### src/rtl/led_pkg.sv
// led_pkg: shared brightness type, full-scale constant and end-level helper for led_fader
package led_pkg;
    localparam int PWM_BITS_DEF = 8;
    typedef logic [PWM_BITS_DEF-1:0] level_t;
    localparam level_t LVL_MAX = '1;
    function automatic logic [31:0] lvl_end(input bit tgt, input int unsigned bits = PWM_BITS_DEF);
        return tgt ? ((32'd1 << bits) - 32'd1) : 32'd0;
    endfunction
endpackage

### src/rtl/led_fader_chan.sv
// led_fader_chan: one LED channel, saturating fade level plus registered PWM compare
module led_fader_chan
    import led_pkg::*;
#(
    parameter int PWM_BITS = 8
) (
    input  logic                clk,
    input  logic                rst_n,
    input  logic                tick,
    input  logic                en,
    input  logic                target,
    input  logic [PWM_BITS-1:0] pwm_cnt,
    output logic                led,
    output logic                at_end
);
    localparam logic [PWM_BITS-1:0] LMAX = '1;
    logic [PWM_BITS-1:0] lvl, lvl_nxt, end_v;
    always_comb begin
        end_v   = PWM_BITS'(lvl_end(target, PWM_BITS));
        lvl_nxt = !tick ? lvl
                : (target && lvl != LMAX) ? lvl + PWM_BITS'(1)
                : (!target && lvl != '0) ? lvl - PWM_BITS'(1)
                : lvl;
    end
    assign at_end = (lvl == end_v);
    always_ff @(posedge clk) begin
        if (!rst_n) begin
            lvl <= '0;
            led <= 1'b0;
        end else begin
            lvl <= lvl_nxt;
            led <= en & ((lvl == LMAX) | (pwm_cnt < lvl));
        end
    end
endmodule

### src/rtl/led_fader.sv
// led_fader: turns an on/off LED pattern into smoothly ramped PWM-dimmed LED drives
module led_fader
    import led_pkg::*;
#(
    parameter int N_LEDS   = 8,
    parameter int PWM_BITS = 8,
    parameter int FADE_DIV = 65536
) (
    input  logic              clk,
    input  logic              rst_n,
    input  logic              en,
    input  logic              pat_valid,
    input  logic [N_LEDS-1:0] pat_in,
    output logic [N_LEDS-1:0] leds_out,
    output logic              busy
);
    localparam int PW = $clog2(FADE_DIV);
    logic [N_LEDS-1:0]   target, at_end;
    logic [PW-1:0]       presc;
    logic [PWM_BITS-1:0] pwm_cnt;
    logic                tick;
    // gated by en so a prescaler frozen at its last count cannot keep stepping levels
    assign tick = en && (presc == PW'(FADE_DIV - 1));
    always_ff @(posedge clk) begin
        if (!rst_n) begin
            target  <= '0;
            presc   <= '0;
            pwm_cnt <= '0;
            busy    <= 1'b0;
        end else begin
            if (pat_valid) target <= pat_in;
            if (en) presc <= tick ? '0 : presc + PW'(1);
            pwm_cnt <= en ? pwm_cnt + PWM_BITS'(1) : '0;
            busy    <= ~&at_end;
        end
    end
    for (genvar i = 0; i < N_LEDS; i++) begin : g_chan
        led_fader_chan #(.PWM_BITS(PWM_BITS)) u_chan (
            .clk    (clk),
            .rst_n  (rst_n),
            .tick   (tick),
            .en     (en),
            .target (target[i]),
            .pwm_cnt(pwm_cnt),
            .led    (leds_out[i]),
            .at_end (at_end[i])
        );
    end
endmodule

### config.mk
export PLATFORM = sky130hd
export DESIGN_NAME = led_fader
export DESIGN_NICKNAME = d
export VERILOG_FILES = /design/src/rtl/led_pkg.sv /design/src/rtl/led_fader_chan.sv /design/src/rtl/led_fader.sv
export SDC_FILE = /design/constraint.sdc
export NUM_CORES = 1
export LEC_CHECK = 0
export ABC_CLOCK_PERIOD_IN_PS = 4700
export CAP_MARGIN = 20
export CELL_PAD_IN_SITES_DETAIL_PLACEMENT = 1
export CELL_PAD_IN_SITES_GLOBAL_PLACEMENT = 1
export CORE_UTILIZATION = 52
export CTS_CLUSTER_SIZE = 10
export DETAILED_ROUTE_END_ITERATION = 12
export GPL_TIMING_DRIVEN = 0
export PLACE_DENSITY_LB_ADDON = 0.1
export REMOVE_ABC_BUFFERS = 1
export SLEW_MARGIN = 15
export SYNTH_ARGS = -nofsm -noshare
export SYNTH_HDL_FRONTEND = slang
export SYNTH_SLANG_ARGS = --single-unit
### constraint.sdc
create_clock -name clk -period 4.7 [get_ports clk]
set_input_delay 1.175 -clock clk [delete_from_list [all_inputs] [get_ports clk]]
set_output_delay 1.175 -clock clk [all_outputs]
set_load 0.01 [all_outputs]
Yosys cells after proc, flatten, opt, wreduce, memory -nomap -nowiden
Cells that the tools add are included.
{"block": "op_classes", "n_reduce_logical": 52, "n_eq_ne": 25, "n_lt_le_gt_ge": 8, "add_sub_neg": 18, "n_bitwise": 16, "mux": 25}
{"op": "2-to-1 mux 8 bit", "count": 24}
{"op": "adder 8 x 1 -> 8 bit (second input constant)", "count": 9}
{"op": "== test 8 bit", "count": 8}
{"op": "== test 8 bit (second input constant)", "count": 8}
{"op": "less-than comparator 8 bit", "count": 8}
{"op": "inequality test 8 bit (second input constant)", "count": 8}
{"op": "nonzero test 8 bit", "count": 8}
{"op": "subtractor 8 x 1 -> 8 bit (second input constant)", "count": 8}
{"op": "AND reduction 2 bit", "count": 9}
{"op": "logical AND 1 bit", "count": 17}
{"op": "adder 16 x 1 -> 16 bit (second input constant)", "count": 1}
{"op": "== test 16 bit (second input constant)", "count": 1}
{"op": "2-to-1 mux 16 bit", "count": 1}
{"op": "nonzero test 2 bit", "count": 8}
{"op": "zero test 1 bit", "count": 9}
{"op": "bitwise AND 1 bit", "count": 8}
{"op": "bitwise OR 1 bit", "count": 8}
{"op": "AND reduction 8 bit", "count": 1}
{"block": "totals", "inputBits": 12, "wordCells": 164, "regBits": 105, "out_inout_bits": 9}

Longest topological paths before layout
{"block": "depth", "word_depth": 4, "mapped_depth": 10, "mapped_depth_nobuf": 10}

Hierarchy
Synthesis repeated with hierarchy kept, for this count alone.
{"block": "hier_totals", "hier_cells": 946, "hier_area_um2": 8015.2}
{"module": "led_fader_chan", "area_per_inst_um2": 829.5, "n_inst": 8, "seq_area_each_um2": 180.2, "cells_per_inst": 100}
{"module": "led_fader", "area_per_inst_um2": 1378.8, "n_inst": 1, "seq_area_each_um2": 660.6, "cells_per_inst": 146}

Worst setup path after synthesis
Ideal clock, no wire load.
{"block": "synth_timing", "path_type": "reg-to-reg", "startpoint": "register g_chan[2].u_chan.lvl[0]", "endpoint": "register g_chan[2].u_chan.lvl[7]", "n_path_buf": 0, "path_slack_ps": 1644, "stages_incl_launch_ff": 11, "setup_time_ps": 70, "required_ps": 4630, "arrival_ps": 2986, "synth_period_minus_slack_ps": 3056, "cell_sequence": "dfxtp_1 nand4_1 or4_1 nand2_1 ha_1 and3_1 a221o_1 o41ai_1 xor2_1 or4_1 a21oi_1"}
{"block": "synth_via", "elab_chain_cells": 4, "word_cells_on_any_way": 10, "cone_classes": "add/sub: 2; eq/ne: 1; mux: 2; reduce/logical: 5"}
{"element": "start: declaration", "line_no": "led_fader_chan.sv:17", "rtl": "logic [PWM_BITS-1:0] lvl, lvl_nxt, end_v;"}
{"element": "start signal: assignment", "line_no": "led_fader_chan.sv:31", "rtl": "lvl <= lvl_nxt;"}
{"element": "parallel branches: the longest is 4 deep, another holds subtractor 8 x 1 -> 8 bit"}
Several ways; the timed one is not identified. The select of a mux whose other input is x is not followed.
A chain may end at the register's enable or synchronous reset.

Final worst setup path
{"block": "layout_timing", "startpoint": "input en", "endpoint": "register g_chan[5].u_chan.lvl[7]"}
{"block": "layout_via", "elab_chain_cells": 2}
{"element": "start: declaration", "line_no": "led_fader.sv:11", "rtl": "input logic en,"}
{"element": "logical AND 1 bit", "line_no": "led_fader.sv:23", "rtl": "assign tick = en && (presc == PW'(FADE_DIV - 1));"}
{"element": "AND reduction 2 bit (no line)"}
{"element": "end signal: assignment", "line_no": "led_fader_chan.sv:31"}
{"element": "end: declaration", "line_no": "led_fader_chan.sv:17"}
No other way between the ends.

==> impl_results.rst <==
.. list-table::
   :header-rows: 1

   * - Metric
     - Value
   * - Status
     - finished clean
   * - Starting DRC count in detailed routing
     - 289
   * - Critical path's largest stage delay
     - 0.70 ns
   * - Average wire per cell in the routed design
     - 19.1 um
   * - Post-detailed-placement cell area
     - 7900 sq um
   * - Setup repair after global routing missed its margin
     - false
   * - Die width
     - 123 um
   * - Placeable core area
     - 14100 sq um
   * - Number of cells on the critical path
     - 7
   * - Final critical delay including setup and external delays
     - 3.71 ns
   * - Final wirelength
     - 20.8 mm
   * - Period utilisation layout
     - 0.790
   * - Share of total power in the clock network
     - 0.443
   * - Site Rows
     - 43
   * - Instance count after placement with tap cells included
     - 1073
   * - Number of optimization iterations in the first detailed-route pass
     - 4
   * - Critical path launch point type
     - input port
   * - Vias in the first global route
     - 6931
   * - Most used flip-flop cell after synthesis
     - dfxtp_1
   * - Clock Skew
     - 0.00700 ns
   * - Number of nets with antenna violations after detailed routing
     - 0
   * - Post-synth EDFFs
     - 0
   * - Critical Path, Cell by Cell
     - clkdlybuf4s50_1 > and4_1 > nand3_1 > nor2_2 > and2_0 > a21oi_1 > a311oi_1
   * - Post-Synthesis Cells
     - 902
   * - Worst hold-check path type
     - flip-flop to flip-flop
   * - Share of flip-flops with an asynchronous set or reset after synthesis
     - 0
   * - Combinational fraction of design power
     - 0.084
   * - Floorplan die area
     - 15100 sq um
   * - Root Driver
     - clkbuf_16
   * - Mapped Area
     - 7610 sq um
   * - Max Clk Rate
     - 269 MHz
   * - Net Switching
     - 452 uW
   * - Capturing point of the worst reg2reg path
     - g_chan[2].u_chan.lvl[7]$_SDFFE_PN0P_
   * - Pleak
     - 0.00327 uW
   * - Tightest Pin Transition
     - 1.01 ns
   * - DR vias
     - 6568
   * - Io pins
     - 21
   * - Worst path slowest cell
     - nor2_2
   * - Worst IR Drop VDD
     - 0.183 mV
   * - Endpoint kind of the worst setup timing path
     - flip-flop
   * - Sequential share of power
     - 0.473
   * - Clock transition at the registers of the reported paths
     - 0.07 ns
   * - Worst Path Required
     - 4.96 ns
   * - Worst setup path category
     - input port to flip-flop
   * - Final design instance area without fill
     - 8230 sq um
   * - Power density cells
     - 234 nW/um^2
   * - Cell types with the largest area share after synthesis
     - dfxtp_1 (28%), ha_1 (17%), a21oi_1 (6.4%)
   * - Total of endpoints with negative setup slack in the final report
     - 0
   * - Max Cap Viol
     - 0
   * - Number of gates resized after CTS
     - 0
   * - Area overhead of the layout relative to synthesis
     - 8.09%
   * - Count of buffers added by post-CTS timing repair for setup
     - 0
   * - Half-perimeter wire length after detailed placement
     - 14.8 mm
   * - Synthesized area divided by synthesized cell count
     - 8.44 sq um
   * - WP buf/inv
     - 1
   * - Internal Dissipation
     - 1470 uW
   * - Per-cell via count in the routed design
     - 6.04
   * - Initial standard-cell utilization of the core
     - 0.540
   * - Number of hold violations in the final report
     - 0
   * - End point of the critical path
     - g_chan[5].u_chan.lvl[7]$_SDFFE_PN0P_
   * - Post-Layout Cell Count
     - 1088
   * - Antenna violations before repair
     - 0
   * - Switching Share
     - 0.235
   * - Global-route usage over all layers
     - 0.287
   * - Total CTS buffers
     - 9
   * - Most common cell in the netlist
     - ha_1
   * - Most common library cells after synthesis
     - ha_1 (106), dfxtp_1 (105), a21oi_1 (97)
   * - Count of port buffers added during placement
     - 20
   * - Wire length of the first global-routing pass
     - 33.6 mm
   * - Pin count of the biggest net entering global routing
     - 49
   * - Routability-driven placement congestion ratio
     - 0.799
   * - Maximum fanout count along the critical path
     - 15
   * - Clock tree from TritonCTS
     - yes
   * - Critical Path AT
     - 3.98 ns
   * - Number of nets in the final layout
     - 1030
   * - Remaining DRCs
     - 0
   * - Worst reg-to-reg setup slack
     - 1.23 ns
   * - Max_slew headroom
     - 0.320
   * - Most area-hungry cell type in the Yosys netlist
     - dfxtp_1
   * - Startpoint of the worst-slack reg-to-reg timing path
     - g_chan[2].u_chan.lvl[0]$_SDFFE_PN0P_
   * - Total overflow reported by the global router
     - 0
   * - Antenna cell count
     - 0
   * - FF-to-FF path depth
     - 10
   * - Flip-flop and latch count after synthesis
     - 105
   * - Count of filler cells inserted in the layout
     - 1653
   * - Unique masters post-synth
     - 49
   * - Clock network latency to the later pin of the worst-skew pair
     - 0.35 ns
   * - Hold-fix buffers at CTS
     - 0
   * - Max-slew violation count
     - 0
   * - Cell family with the largest share of critical-path delay
     - simple AND/OR/NAND/NOR gates
   * - Num Clock Sinks
     - 105
   * - Die height
     - 123 um
   * - Top cell type's share of synthesized area
     - 0.276
   * - Fraction of layout instances using a drive strength above 1
     - 0.0363
   * - Beginning of the critical path
     - en
   * - Share of the yosys chip area belonging to registers
     - 0.276
   * - Buffers from clock root to sink, at most
     - 2
   * - CTS H-Tree Depth
     - 3
   * - Yosys warning count
     - 0
layout by cell type, fill, tap and decap left out, types with 18 or more instances in the layout:
cell type	instances
mux2i_1	23
ha_1	106
a21oi_1	97
nand2_1	28
xor2_1	21
and3_1	20
inv_1	70
nor3_1	21
o21ai_0	45
dfxtp_1	105
nand4_1	23
a21o_1	18
clkdlybuf4s50_1	20
xnor2_1	51
nor2_1	88
worst reg2reg max path: cells and delay by family (launching register included):
family                     cells  cell delay (ns)
AOI/OAI and AO/OA              3             0.81
xor gates and xnor gates       1             0.14
adders and majority gates      1             0.35
DFF                            1             0.46
and+or+nand+nor                5             1.63
worst min path at each step:
stage | startpoint | cells past startpoint | endpoint | slack (ns)
2_1_floorplan | presc[1]$_SDFFE_PN0P_ | 2 | presc[1]$_SDFFE_PN0P_ | 0.46
3_3_place_gp | presc[1]$_SDFFE_PN0P_ | 2 | presc[1]$_SDFFE_PN0P_ | 0.47
3_5_place_dp | presc[1]$_SDFFE_PN0P_ | 2 | presc[1]$_SDFFE_PN0P_ | 0.50
4_1_cts | presc[1]$_SDFFE_PN0P_ | 2 | presc[1]$_SDFFE_PN0P_ | 0.51
5_1_grt | presc[1]$_SDFFE_PN0P_ | 2 | presc[1]$_SDFFE_PN0P_ | 0.53
6_report | presc[1]$_SDFFE_PN0P_ | 2 | presc[1]$_SDFFE_PN0P_ | 0.51
sequential cells by signal, summed over array words and instances (netlist names):
name               flops
presc                 16
target                 8
busy                   1
pwm_cnt                8
g_chan.u_chan.led      8
g_chan.u_chan.lvl     64
per-stage QoR:
stage	utilization	setup slack, ns	hold WS [ns]	TNS (ns)	power [uW]
2_1_floorplan	-	1.62	0.462	0	1030
3_3_place_gp	0.558	-0.0205	0.473	-0.0787	1080
3_5_place_dp	0.560	0.619	0.502	0	1090
4_1_cts	0.584	0.974	0.514	0	1950
5_1_grt	0.584	0.780	0.533	0	1990
6_report	0.584	0.985	0.511	0	1930
cell families after synthesis:
kind of cell               after synthesis  share of synthesized area
and+or+nand+nor                        265                      0.179
AOI/OAI and AO/OA                      222                      0.180
adders and majority gates              114                      0.195
DFF                                    105                      0.276
buffers and inverters                  101                     0.0567
xor gates and xnor gates                72                     0.0828
muxes                                   23                     0.0302
routing by layer:
layer	GRT usage	routed length, um	vias up
met5	0	0	-
met4	0.0926	494	0
met3	0.0494	791	34
met2	0.539	10700	95
met1	0.327	8840	3225
li1	-	-	3214
power by group through the flow:
stage | Combinational (uW) | Sequential [uW] | Clock [uW]
2_1_floorplan | 106 | 927 | 0
3_3_place_gp | 146 | 931 | 0
3_5_place_dp | 159 | 931 | 0
4_1_cts | 162 | 911 | 873
5_1_grt | 179 | 912 | 902
6_report | 161 | 911 | 854
area by class of cell:
cell class | count | area (sq um) | share of cell area
Multi-Input combinational cell | 696 | 5080 | 0.618
Sequential cell | 105 | 2100 | 0.255
Clock buffer | 13 | 270 | 0.0328
Inverter | 71 | 269 | 0.0327
Tap cell | 180 | 225 | 0.0274
Timing Repair Buffer | 21 | 220 | 0.0268
Clock inverter | 2 | 60.1 | 0.00730
Note: power is estimated with default switching activity, not from simulation.
